===== src/rtl/mantle_concat_pkg.sv =====
// Shared types and helpers for the mantle_concat streaming concat sequencer.
package mantle_concat_pkg;

    localparam int PKT_CNT_W = 16;

    typedef enum logic {
        S_IN1 = 1'b0,
        S_IN2 = 1'b1
    } state_e;

    function automatic int max(input int a, input int b);
        return (a > b) ? a : b;
    endfunction

endpackage


===== src/rtl/mantle_concat_if.sv =====
// Element-stream bundle for the concat sequencer: two producer streams in,
// one consumer stream out. slave = sequencer side, master = environment side.
interface mantle_concat_if #(
    parameter int WIDTH = 32
);
    logic [WIDTH-1:0] in1_data;
    logic             in1_valid;
    logic             in1_ready;
    logic [WIDTH-1:0] in2_data;
    logic             in2_valid;
    logic             in2_ready;
    logic [WIDTH-1:0] out_data;
    logic             out_valid;
    logic             out_ready;
    logic             out_last;

    modport slave (
        input  in1_data, in1_valid, in2_data, in2_valid, out_ready,
        output in1_ready, in2_ready, out_data, out_valid, out_last
    );

    modport master (
        output in1_data, in1_valid, in2_data, in2_valid, out_ready,
        input  in1_ready, in2_ready, out_data, out_valid, out_last
    );
endinterface


===== src/rtl/mantle_concat_outreg.sv =====
// Single-entry valid/ready pipeline register with full throughput.
// Used as the optional output stage of mantle_concat_seq.
module mantle_concat_outreg #(
    parameter int W = 33
) (
    input  logic         clk,
    input  logic         rst,
    input  logic [W-1:0] in_data,
    input  logic         in_valid,
    output logic         in_ready,
    output logic [W-1:0] out_data,
    output logic         out_valid,
    input  logic         out_ready
);
    // Accept a new word whenever the slot is empty or being drained.
    assign in_ready = ~out_valid | out_ready;

    // Hold the word while stalled, otherwise load (or clear) the slot.
    always_ff @(posedge clk) begin
        if (rst) begin
            out_valid <= 1'b0;
            out_data  <= '0;
        end else if (in_ready) begin
            out_valid <= in_valid;
            out_data  <= in_data;
        end
    end
endmodule


===== src/rtl/mantle_concat_seq.sv =====
// Streaming concat sequencer: emits LEN1 elements from in1 followed by LEN2
// elements from in2 as one packet, flagging the final element with out_last.
// MANTLE_CONCAT_OUTREG_EN: when defined, adds one registered output stage
// (1-cycle latency, full throughput); otherwise out_* is a combinational mux.
module mantle_concat_seq
    import mantle_concat_pkg::*;
#(
    parameter int WIDTH = 32,
    parameter int LEN1  = 9,
    parameter int LEN2  = 6
) (
    input  logic                 clk,
    input  logic                 rst,
    mantle_concat_if.slave       bus,
    output logic [PKT_CNT_W-1:0] pkt_count
);
    localparam int CNT_W = $clog2(max(LEN1, LEN2) + 1);
    localparam logic [CNT_W-1:0] END1 = CNT_W'(LEN1 - 1);
    localparam logic [CNT_W-1:0] END2 = CNT_W'(LEN2 - 1);

    state_e               state_q, state_d;
    logic [CNT_W-1:0]     cnt_q, cnt_d;
    logic [WIDTH-1:0]     src_data;
    logic                 src_valid;
    logic                 src_last;
    logic                 at_end;
    logic                 take;
    logic                 hs;
    logic                 pkt_done;
    logic [PKT_CNT_W-1:0] pkt_count_q;
    logic [PKT_CNT_W-1:0] pkt_count_nxt;

    // Select the active source; the other one is never looked at.
    always_comb begin
        src_data  = bus.in1_data;
        src_valid = bus.in1_valid;
        at_end    = (cnt_q == END1);
        if (state_q == S_IN2) begin
            src_data  = bus.in2_data;
            src_valid = bus.in2_valid;
            at_end    = (cnt_q == END2);
        end
        src_last = (state_q == S_IN2) & at_end;
    end

    assign hs            = src_valid & take;
    assign bus.in1_ready = take & (state_q == S_IN1);
    assign bus.in2_ready = take & (state_q == S_IN2);

    // Next-state: count accepted elements, switch source at the end of each run.
    always_comb begin
        state_d  = state_q;
        cnt_d    = cnt_q;
        pkt_done = 1'b0;
        if (hs) begin
            if (at_end) begin
                cnt_d    = '0;
                state_d  = (state_q == S_IN1) ? S_IN2 : S_IN1;
                pkt_done = (state_q == S_IN2);
            end else begin
                cnt_d = cnt_q + CNT_W'(1);
            end
        end
    end

    // State and element counter; reset drops any partial packet.
    always_ff @(posedge clk) begin
        if (rst) begin
            state_q <= S_IN1;
            cnt_q   <= '0;
        end else begin
            state_q <= state_d;
            cnt_q   <= cnt_d;
        end
    end

    assign pkt_count_nxt = pkt_done ? pkt_count_q + PKT_CNT_W'(1) : pkt_count_q;

    // Completed-packet counter, wraps naturally at 16 bits.
    always_ff @(posedge clk) begin
        if (rst) pkt_count_q <= '0;
        else     pkt_count_q <= pkt_count_nxt;
    end

    assign pkt_count = pkt_count_q;

`ifdef MANTLE_CONCAT_OUTREG_EN
    logic [WIDTH:0] reg_out;
    logic           reg_ready;
    logic           reg_valid;
    logic           out_rdy;

    assign out_rdy = bus.out_ready;

    // last is stored qualified by valid so an empty slot never shows out_last.
    mantle_concat_outreg #(.W(WIDTH + 1)) u_outreg (
        .clk       (clk),
        .rst       (rst),
        .in_data   ({src_last & src_valid, src_data}),
        .in_valid  (src_valid & ~rst),
        .in_ready  (reg_ready),
        .out_data  (reg_out),
        .out_valid (reg_valid),
        .out_ready (out_rdy)
    );

    assign take          = reg_ready & ~rst;
    assign bus.out_valid = reg_valid;
    assign bus.out_data  = reg_out[WIDTH-1:0];
    assign bus.out_last  = reg_out[WIDTH];
`else
    assign take          = bus.out_ready & ~rst;
    assign bus.out_valid = src_valid & ~rst;
    assign bus.out_data  = src_data;
    assign bus.out_last  = src_last & src_valid & ~rst;
`endif
endmodule


===== src/flat_wrapper.sv =====
// flat-port wrapper written by rule: the top's interface ports become plain ports
module mantle_concat_seq_flat import mantle_concat_pkg::*;
#(
    parameter int WIDTH = 32,
    parameter int LEN1  = 9,
    parameter int LEN2  = 6
)
  (clk, rst, pkt_count, bus_in1_data, bus_in1_valid, bus_in2_data, bus_in2_valid, bus_out_ready, bus_in1_ready, bus_in2_ready, bus_out_data, bus_out_valid, bus_out_last);
  mantle_concat_if #(.WIDTH(WIDTH)) bus_i ();
  input  logic clk;
  input  logic rst;
  output logic [PKT_CNT_W-1:0] pkt_count;
  input wire logic [$bits(bus_i.in1_data)-1:0] bus_in1_data;
  input wire logic [$bits(bus_i.in1_valid)-1:0] bus_in1_valid;
  input wire logic [$bits(bus_i.in2_data)-1:0] bus_in2_data;
  input wire logic [$bits(bus_i.in2_valid)-1:0] bus_in2_valid;
  input wire logic [$bits(bus_i.out_ready)-1:0] bus_out_ready;
  output wire logic [$bits(bus_i.in1_ready)-1:0] bus_in1_ready;
  output wire logic [$bits(bus_i.in2_ready)-1:0] bus_in2_ready;
  output wire logic [$bits(bus_i.out_data)-1:0] bus_out_data;
  output wire logic [$bits(bus_i.out_valid)-1:0] bus_out_valid;
  output wire logic [$bits(bus_i.out_last)-1:0] bus_out_last;
  assign bus_i.in1_data = bus_in1_data;
  assign bus_i.in1_valid = bus_in1_valid;
  assign bus_i.in2_data = bus_in2_data;
  assign bus_i.in2_valid = bus_in2_valid;
  assign bus_i.out_ready = bus_out_ready;
  assign bus_in1_ready = bus_i.in1_ready;
  assign bus_in2_ready = bus_i.in2_ready;
  assign bus_out_data = bus_i.out_data;
  assign bus_out_valid = bus_i.out_valid;
  assign bus_out_last = bus_i.out_last;
  mantle_concat_seq #(.WIDTH(WIDTH), .LEN1(LEN1), .LEN2(LEN2)) u_core (.clk(clk), .rst(rst), .bus(bus_i), .pkt_count(pkt_count));
endmodule

===== config.mk =====
export PLATFORM = sky130hd
export DESIGN_NAME = mantle_concat_seq_flat
export DESIGN_NICKNAME = d
export VERILOG_FILES = /design/src/rtl/mantle_concat_pkg.sv /design/src/rtl/mantle_concat_if.sv /design/src/rtl/mantle_concat_outreg.sv /design/src/rtl/mantle_concat_seq.sv /design/src/flat_wrapper.sv
export SDC_FILE = /design/constraint.sdc
export NUM_CORES = 1
export LEC_CHECK = 0
export ABC_AREA = 1
export ABC_CLOCK_PERIOD_IN_PS = 1900
export CORE_AREA = 2 2 72 74
export DETAILED_ROUTE_END_ITERATION = 16
export DIE_AREA = 0 0 74 76
export GPL_TIMING_DRIVEN = 0
export MAX_ROUTING_LAYER = met4
export PLACE_DENSITY = 0.83
export SYNTH_ARGS = -nofsm -noshare
export SYNTH_HDL_FRONTEND = slang
export SYNTH_SLANG_ARGS = --single-unit
export TNS_END_PERCENT = 30

===== constraint.sdc =====
create_clock -name clk -period 1.9 [get_ports clk]
set_input_delay 0.19 -clock clk [delete_from_list [all_inputs] [get_ports clk]]
set_output_delay 0.19 -clock clk [all_outputs]
set_load 0.05 [all_outputs]

# Yosys cells after proc, flatten, opt, wreduce, memory -nomap -nowiden
# Cells that the tools add are included.
[op_classes] n_addsub=2 eq_ne=2 muxes=7 n_bitwise=10 n_reduce_logical=1
[ops] cell="two-way mux 32 bit" count=1
[ops] cell="adder 16 x 1 -> 16 bit (second input constant)" count=1
[ops] cell="AND 1 bit" count=8
[ops] cell="two-way mux 1 bit" count=5
[ops] cell="adder 4 x 1 -> 4 bit (second input constant)" count=1
[ops] cell="equality test 4 x 3 -> 1 bit (second input constant)" count=1
[ops] cell="equality test 4 bit (second input constant)" count=1
[ops] cell="two-way mux 4 bit" count=1
[ops] cell="NOT 1 bit" count=2
[ops] cell="AND reduction 2 bit" count=1
[totals] register_bits=21 out_inout_bits=52 word_cells=25

# Depth between registers and ports, before layout
# Gate-level depths: netlist (run 1).
[logic_depth] ltp_word=5 mapped_depth=9 mapped_depth_nobuf=9

# Worst setup path after synthesis (run 1)
# Ideal clock, no wire load.
[synth_path] path_type="reg-to-output" start="register u_core.state_q" end="output port bus_out_last" arrival_time_ps=1854 setup_slack_ps=-144 stages_incl_launch_ff=4 path_cell_list="dfxtp_1 -> buf_2 -> nand4_2 -> nor3_1"
[synth_via] elab_chain_len=4 elab_cells_between_ends=5
[synth_lines] item="from (decl)" line="mantle_concat_seq.sv:21" source="state_e state_q, state_d;"
[synth_lines] item="from (signal assigned)" line="mantle_concat_seq.sv:72" source="state_q <= state_d;"
[synth_lines] item="two-way mux 1 bit" line="mantle_concat_seq.sv:38" source="if (state_q == S_IN2) begin"
[synth_lines] item="AND 1 bit" line="mantle_concat_seq.sv:43" source="src_last = (state_q == S_IN2) & at_end;"
[synth_lines] item="AND 1 bit (*) (2 in a row)" line="mantle_concat_seq.sv:115" source="assign bus.out_last = src_last & src_valid & ~rst;"
[synth_lines] item="to (decl)" line="flat_wrapper.sv:22" source="output wire logic [$bits(bus_i.out_last)-1:0] bus_out_last;"
# Every way passes the cells marked *; elsewhere a longest branch is shown, timed or not.

# Final worst setup path (run 1)
[layout_path] start="register u_core.state_q" end="output port bus_out_data[2]"
[layout_via] elab_chain_len=1
[layout_lines] item="two-way mux 32 bit" line="mantle_concat_seq.sv:38"
[layout_lines] item="to (decl)" line="flat_wrapper.sv:20" source="output wire logic [$bits(bus_i.out_data)-1:0] bus_out_data;"
# Every way passes these cells.

==> results of run 1 <==
==> cells in the final DEF, fill, tap and decap left out, types with 2 or more instances in the layout <==
master	count
a21oi_1	16
buf_2	33
clkbuf_2	2
clkbuf_4	4
clkbuf_8	3
clkdlybuf4s50_1	84
dfxtp_1	21
dlygate4sd2_1	4
ha_1	2
inv_1	17
inv_2	2
nand2_1	157
nand2_2	3
nand3_1	14
nand3_2	2
nand3b_1	2
nor2_1	31
nor2_8	3
nor3_1	2
o21ai_1	2
xnor2_1	2
xor2_1	5
==> registers in the layout, summed over array words and instances (netlist names) <==
name / count
u_core.pkt_count: 16
u_core.cnt_q: 4
u_core.state_q: 1
==> worst max-delay path: cells and delay by family (launching register included) <==
kind                   cells  cell delay [ns]
buffers and inverters      3             0.81
flip-flops                 1             0.41
AND/OR/NAND/NOR            2             0.13
==> stage by stage <==
step | TNS (ns) | worst slack (ns) | instance area (um2)
floorplan | 0 | 0.120 | 1660
CTS | -0.000793 | -0.000793 | 3000
detailed placement | -9.73 | -0.349 | 2950
global route | -0.0215 | -0.0198 | 2860
finish | 0 | 0.0982 | 2860
global placement | -8.72 | -0.311 | 2950
==> power groups by stage <==
stage               logic (mW)  clock network, mW  registers, mW
floorplan                0.199                  0          0.452
global placement         0.421                  0          0.453
detailed placement       0.426                  0          0.453
CTS                      0.410              0.300          0.442
global route             0.417              0.316          0.443
finish                   0.392              0.296          0.442
==> routing by layer <==
metal,track usage,share of wire,vias up
met4,0.0709,0.032,0
met3,0.0357,0.075,22
li1,-,-,1161
met2,0.385,0.48,96
met1,0.243,0.41,994
met5,-,0,-
==> final cells by class <==
| class | count | area, um2 |
|---|---|---|
| buffer | 10 | 61.3 |
| clock buffer | 4 | 45.0 |
| fill | 480 | 2060 |
| inverter | 20 | 77.6 |
| multi-input combinational | 246 | 1120 |
| sequential | 21 | 420 |
| tap | 70 | 87.6 |
| timing repair buffer | 120 | 1040 |
==> path summary, 6_finish.rpt <==
path	cells past startpoint	slack, ns	endpoint	startpoint
hold / removal	2	0.52	u_core.cnt_q[1]	u_core.cnt_q[1]
hold reg to reg	2	0.52	u_core.cnt_q[1]	u_core.cnt_q[1]
setup / recovery	5	0.1	bus_out_data[2]	u_core.state_q
setup reg to reg	9	0.37	u_core.pkt_count[10]	u_core.pkt_count[1]
==> cells by family after synthesis <==
logic type | count (synthesis) | share of synthesized area
simple gates | 219 | 0.568
buf+inv | 30 | 0.0710
flops | 21 | 0.254
compound gates | 18 | 0.0544
xor+xnor | 7 | 0.0370
fa+ha+maj | 2 | 0.0151
==> impl_metrics.ini, run 1 <==
[pwr]
leakage_nw = 1.35
p_sw_mw = 0.369
vdd_drop_max_v = 0.000258
p_int_mw = 0.762
p_sw_frac = 0.326
finalPower_mw = 1.13
seq_power_share = 0.391
p_clk_frac = 0.262
cellPowerDensity_nw_per_um2 = 396
p_comb_frac = 0.347

[final_layout]
fin_util = 0.582
fin_nets = 493
layoutNonFillerInstCount = 491
area_delta_synth_final_pct = 72.6
diodes = 0
drive_gt1_frac = 0.140

[clocking]
htree_levels = 1
holdBufCountCts = 0
clk_pin_slew_ns = 0.08
cts_buffers = 3
cts_resized = 126
cts_buffer_depth = 2
cts_sinks = 21
cts_tree = built
clkLatencyLatePin_ns = 0.26
post_cts_buffers = 0
cts-root-buf = clkbuf_8

[synth]
syn-cell-area_um2 = 1660
synth-edff-count = 0
synth_top_cell_by_area = nand2_1
async_flop_share = 0
post-synth-top-count-cell = nand2_1
ys_seq_area_frac = 0.254
yosys.cell_types.count = 24
yosys-top-cells-count = nand2_1, nor2_1, dfxtp_1, inv_1, a21oi_1
synth.top_cell.area_share = 0.356
ys_seq_elements = 21
yosys_warnings = 0
synth_area_leaders = nand2_1, dfxtp_1, nor2_1, a21oi_1, nand3_1
ys.flop_type = dfxtp_1
syn_nets = 368
synth_cells = 297
avgSynthCellArea_um2 = 5.57

[place]
dp_hpwl_mm = 4.69
dp_cells = 487
portBuffers = 120
place.gp.congestion = 0.848

[global_routing]
grt_pass1_wl_mm = 9.76
grt.total_usage = 0.218
grt_max_degree = 12
antenna_found_initial = 0
grt_pass1_vias = 2229
gr-total-overflow = 0

[timing]
fin_crit_sh = 0.948
slew_violations = 0
post-route-min-period_ns = 1.80
skew_ns = 0.00136
fmax_ghz = 0.555
whs_ns = 0.518
relSlewSlack = 0.636
hold_violations = 0
rsz0062_at_grt = true
setup_viol = 0
tightest_slew_ns = 0.548

[routing]
first_pass_iters = 4
drt-initial-drc-count = 79
drc = 0
wl_per_cell_um = 12.2
num_vias = 2273
ant_nets = 0
wl_mm = 5.97
via_per_inst = 4.63

[critical_path]
path_cells = buf_4, buf_2, nand2_1, nand2_1, clkdlybuf4s15_2
crit_top_cell = nand2_1
cp-end-kind = primary output
critPathKind = flip-flop to primary output
critical_path_arrival_ns = 1.61
slowest_stage = dfxtp_1
worst_setup_path_start_kind = flip-flop
slowest_delay_ns = 0.41
cp.required_ns = 1.71
path_max_fanout = 10

[floorplan]
start_util = 0.337
die_w_um = 74
io_pins = 121
rows = 26
die_area_um2 = 5620
fp.dieH_um = 76
core_um2 = 4910

[hold_path]
min_path_type = flip-flop to flip-flop

[run_status]
outcome = finished, final reports clean

[flow_run]
max_cap_viol_count = 0
No activity file was read; power rests on OpenSTA's default activity.
==> run 2: changes to the inputs <==
SETUP_SLACK_MARGIN = 0.3   (was unset)
==> impl_metrics.ini, run 2 (same netlist as run 1, synthesis figures left out) <==
[critical_path]
slowest_stage = clkdlybuf4s50_1
r2r_slack_ns = 0.43
cp_top_family = buffers and inverters
path_cells = clkdlybuf4s50_1
critPathBufInv = 1
critPathKind = flip-flop to primary output
critical_path_arrival_ns = 1.50
r2r_start = u_core.pkt_count[0]
cp.required_ns = 1.71
worstReg2RegEnd = u_core.pkt_count[10]
slowest_delay_ns = 0.83
path_max_fanout = 5
worst_setup_path_start_kind = flip-flop
cp-end-kind = primary output
r2r.worst_path.cells = 8

[hold_path]
hold_depth = 2
worstHoldStart = u_core.cnt_q[1]
hold_path_end = u_core.cnt_q[1]
min_path_type = flip-flop to flip-flop

[floorplan]
start_util = 0.337
die_w_um = 74
rows = 26
die_area_um2 = 5620
io_pins = 121
fp.dieH_um = 76
core_um2 = 4910

[clocking]
cts-root-buf = clkbuf_8
cts_sinks = 21
cts_tree = built
clkLatencyLatePin_ns = 0.27
htree_levels = 1
post_cts_buffers = 0
cts_buffers = 3
clk_pin_slew_ns = 0.07
cts_buffer_depth = 2

[routing]
ant_nets = 0
via_per_inst = 4.47
first_pass_iters = 4
wl_mm = 5.94
drt-initial-drc-count = 126
wl_per_cell_um = 12.1
num_vias = 2194
drc = 0

[global_routing]
grt_pass1_wl_mm = 9.62
gr-total-overflow = 0
grt.total_usage = 0.218
grt_pass1_vias = 2057
antenna_found_initial = 0
grt_max_degree = 12

[final_layout]
area_delta_synth_final_pct = 80.9
diodes = 0
final_common_cell = nand2_1
drive_gt1_frac = 0.162
largest_register_ffs = 16
fin_nets = 493
fill_cells = 469
final_cell_mix = nand2_1, clkdlybuf4s50_1, nor2_1, buf_4
multi_input_area_um2 = 1120
seq_area_um2 = 428

[timing]
tns_ns = 0
fmax_ghz = 0.592
hold_violations = 0
skew_ns = 0.00397
fin_crit_sh = 0.889
relSlewSlack = 0.664
slew_violations = 0
tightest_slew_ns = 0.503
post-route-min-period_ns = 1.69
rsz0062_at_grt = true
layout_setup_ws_ns = 0.210
setup_viol = 0

[pwr]
leakage_nw = 1.55
cellPowerDensity_nw_per_um2 = 386
vdd_drop_max_v = 0.000283

[place]
place_ws_ns = -0.379
place.gp.congestion = 0.870
portBuffers = 120
dp_hpwl_mm = 4.62

[run_status]
outcome = finished, final reports clean

[flow_run]
max_cap_viol_count = 0
run 2: changes by cell type in the layout (fill, tap and decap cells not counted), moves of 2 or more:
cell and change:
buf_2 -27, buf_4 +24, clkdlybuf4s50_1 -9, dlymetal6s2s_1 +8, dfxtp_1 -4, buf_6 +3, clkbuf_8 +3, dfxtp_2 +3
dlygate4sd2_1 -3, clkbuf_4 -2
run 2: final cells by class:
cell class,instances,area share
Sequential cell,21,0.143
Multi-Input combinational cell,246,0.376
Timing Repair Buffer,120,0.376
Tap cell,70,0.0293
Buffer,10,0.0347
Inverter,20,0.0267
Clock buffer,4,0.0150
run 2: what timing repair did:
item                       4_1_cts  5_1_grt
hold buffers                     0        0
resized for setup              207       35
setup endpoints to repair       52       62
run 2: per-layer routing:
| metal | global-route usage | vias up | share of wire |
|---|---|---|---|
| met2 | 0.348 | 77 | 0.50 |
| met3 | 0.0317 | 16 | 0.056 |
| met1 | 0.268 | 941 | 0.41 |
| met5 | - | - | 0 |
| met4 | 0.0964 | 0 | 0.033 |
| li1 | - | 1160 | - |
run 2: power by group:
group | total [mW] | internal [mW] | switching, mW
registers | 0.441 | 0.439 | 0.00137
clock network | 0.302 | 0.150 | 0.152
logic | 0.412 | 0.189 | 0.223
total | 1.15 | 0.778 | 0.376
run 2: worst max-delay path by stage:
| stage | end | cells after the start | startpoint | slack, ns |
|---|---|---|---|---|
| after CTS | pkt_count[6] | 1 | u_core.pkt_count[6] | 0.17 |
| after detailed placement | bus_out_data[26] | 5 | u_core.state_q | -0.38 |
| final | pkt_count[12] | 1 | u_core.pkt_count[12] | 0.21 |
| after global placement | bus_out_data[27] | 6 | u_core.state_q | -0.34 |
| after floorplan | bus_out_last | 3 | u_core.state_q | 0.28 |
| after global routing | pkt_count[12] | 1 | u_core.pkt_count[12] | 0.20 |
run 2: stage by stage:
| stage | instances | utilization | total power, mW | hold slack (ns) | instance area [um2] |
|---|---|---|---|---|---|
| 2_1_floorplan | 297 | - | 0.651 | 0.403 | 1670 |
| 3_3_place_gp | 487 | 0.602 | 0.875 | 0.473 | 2960 |
| 3_5_place_dp | 487 | 0.602 | 0.878 | 0.474 | 2960 |
| 4_1_cts | 491 | 0.597 | 1.15 | 0.486 | 2930 |
| 5_1_grt | 491 | 0.610 | 1.20 | 0.520 | 2990 |
| 6_report | 491 | 0.610 | 1.15 | 0.487 | 2990 |
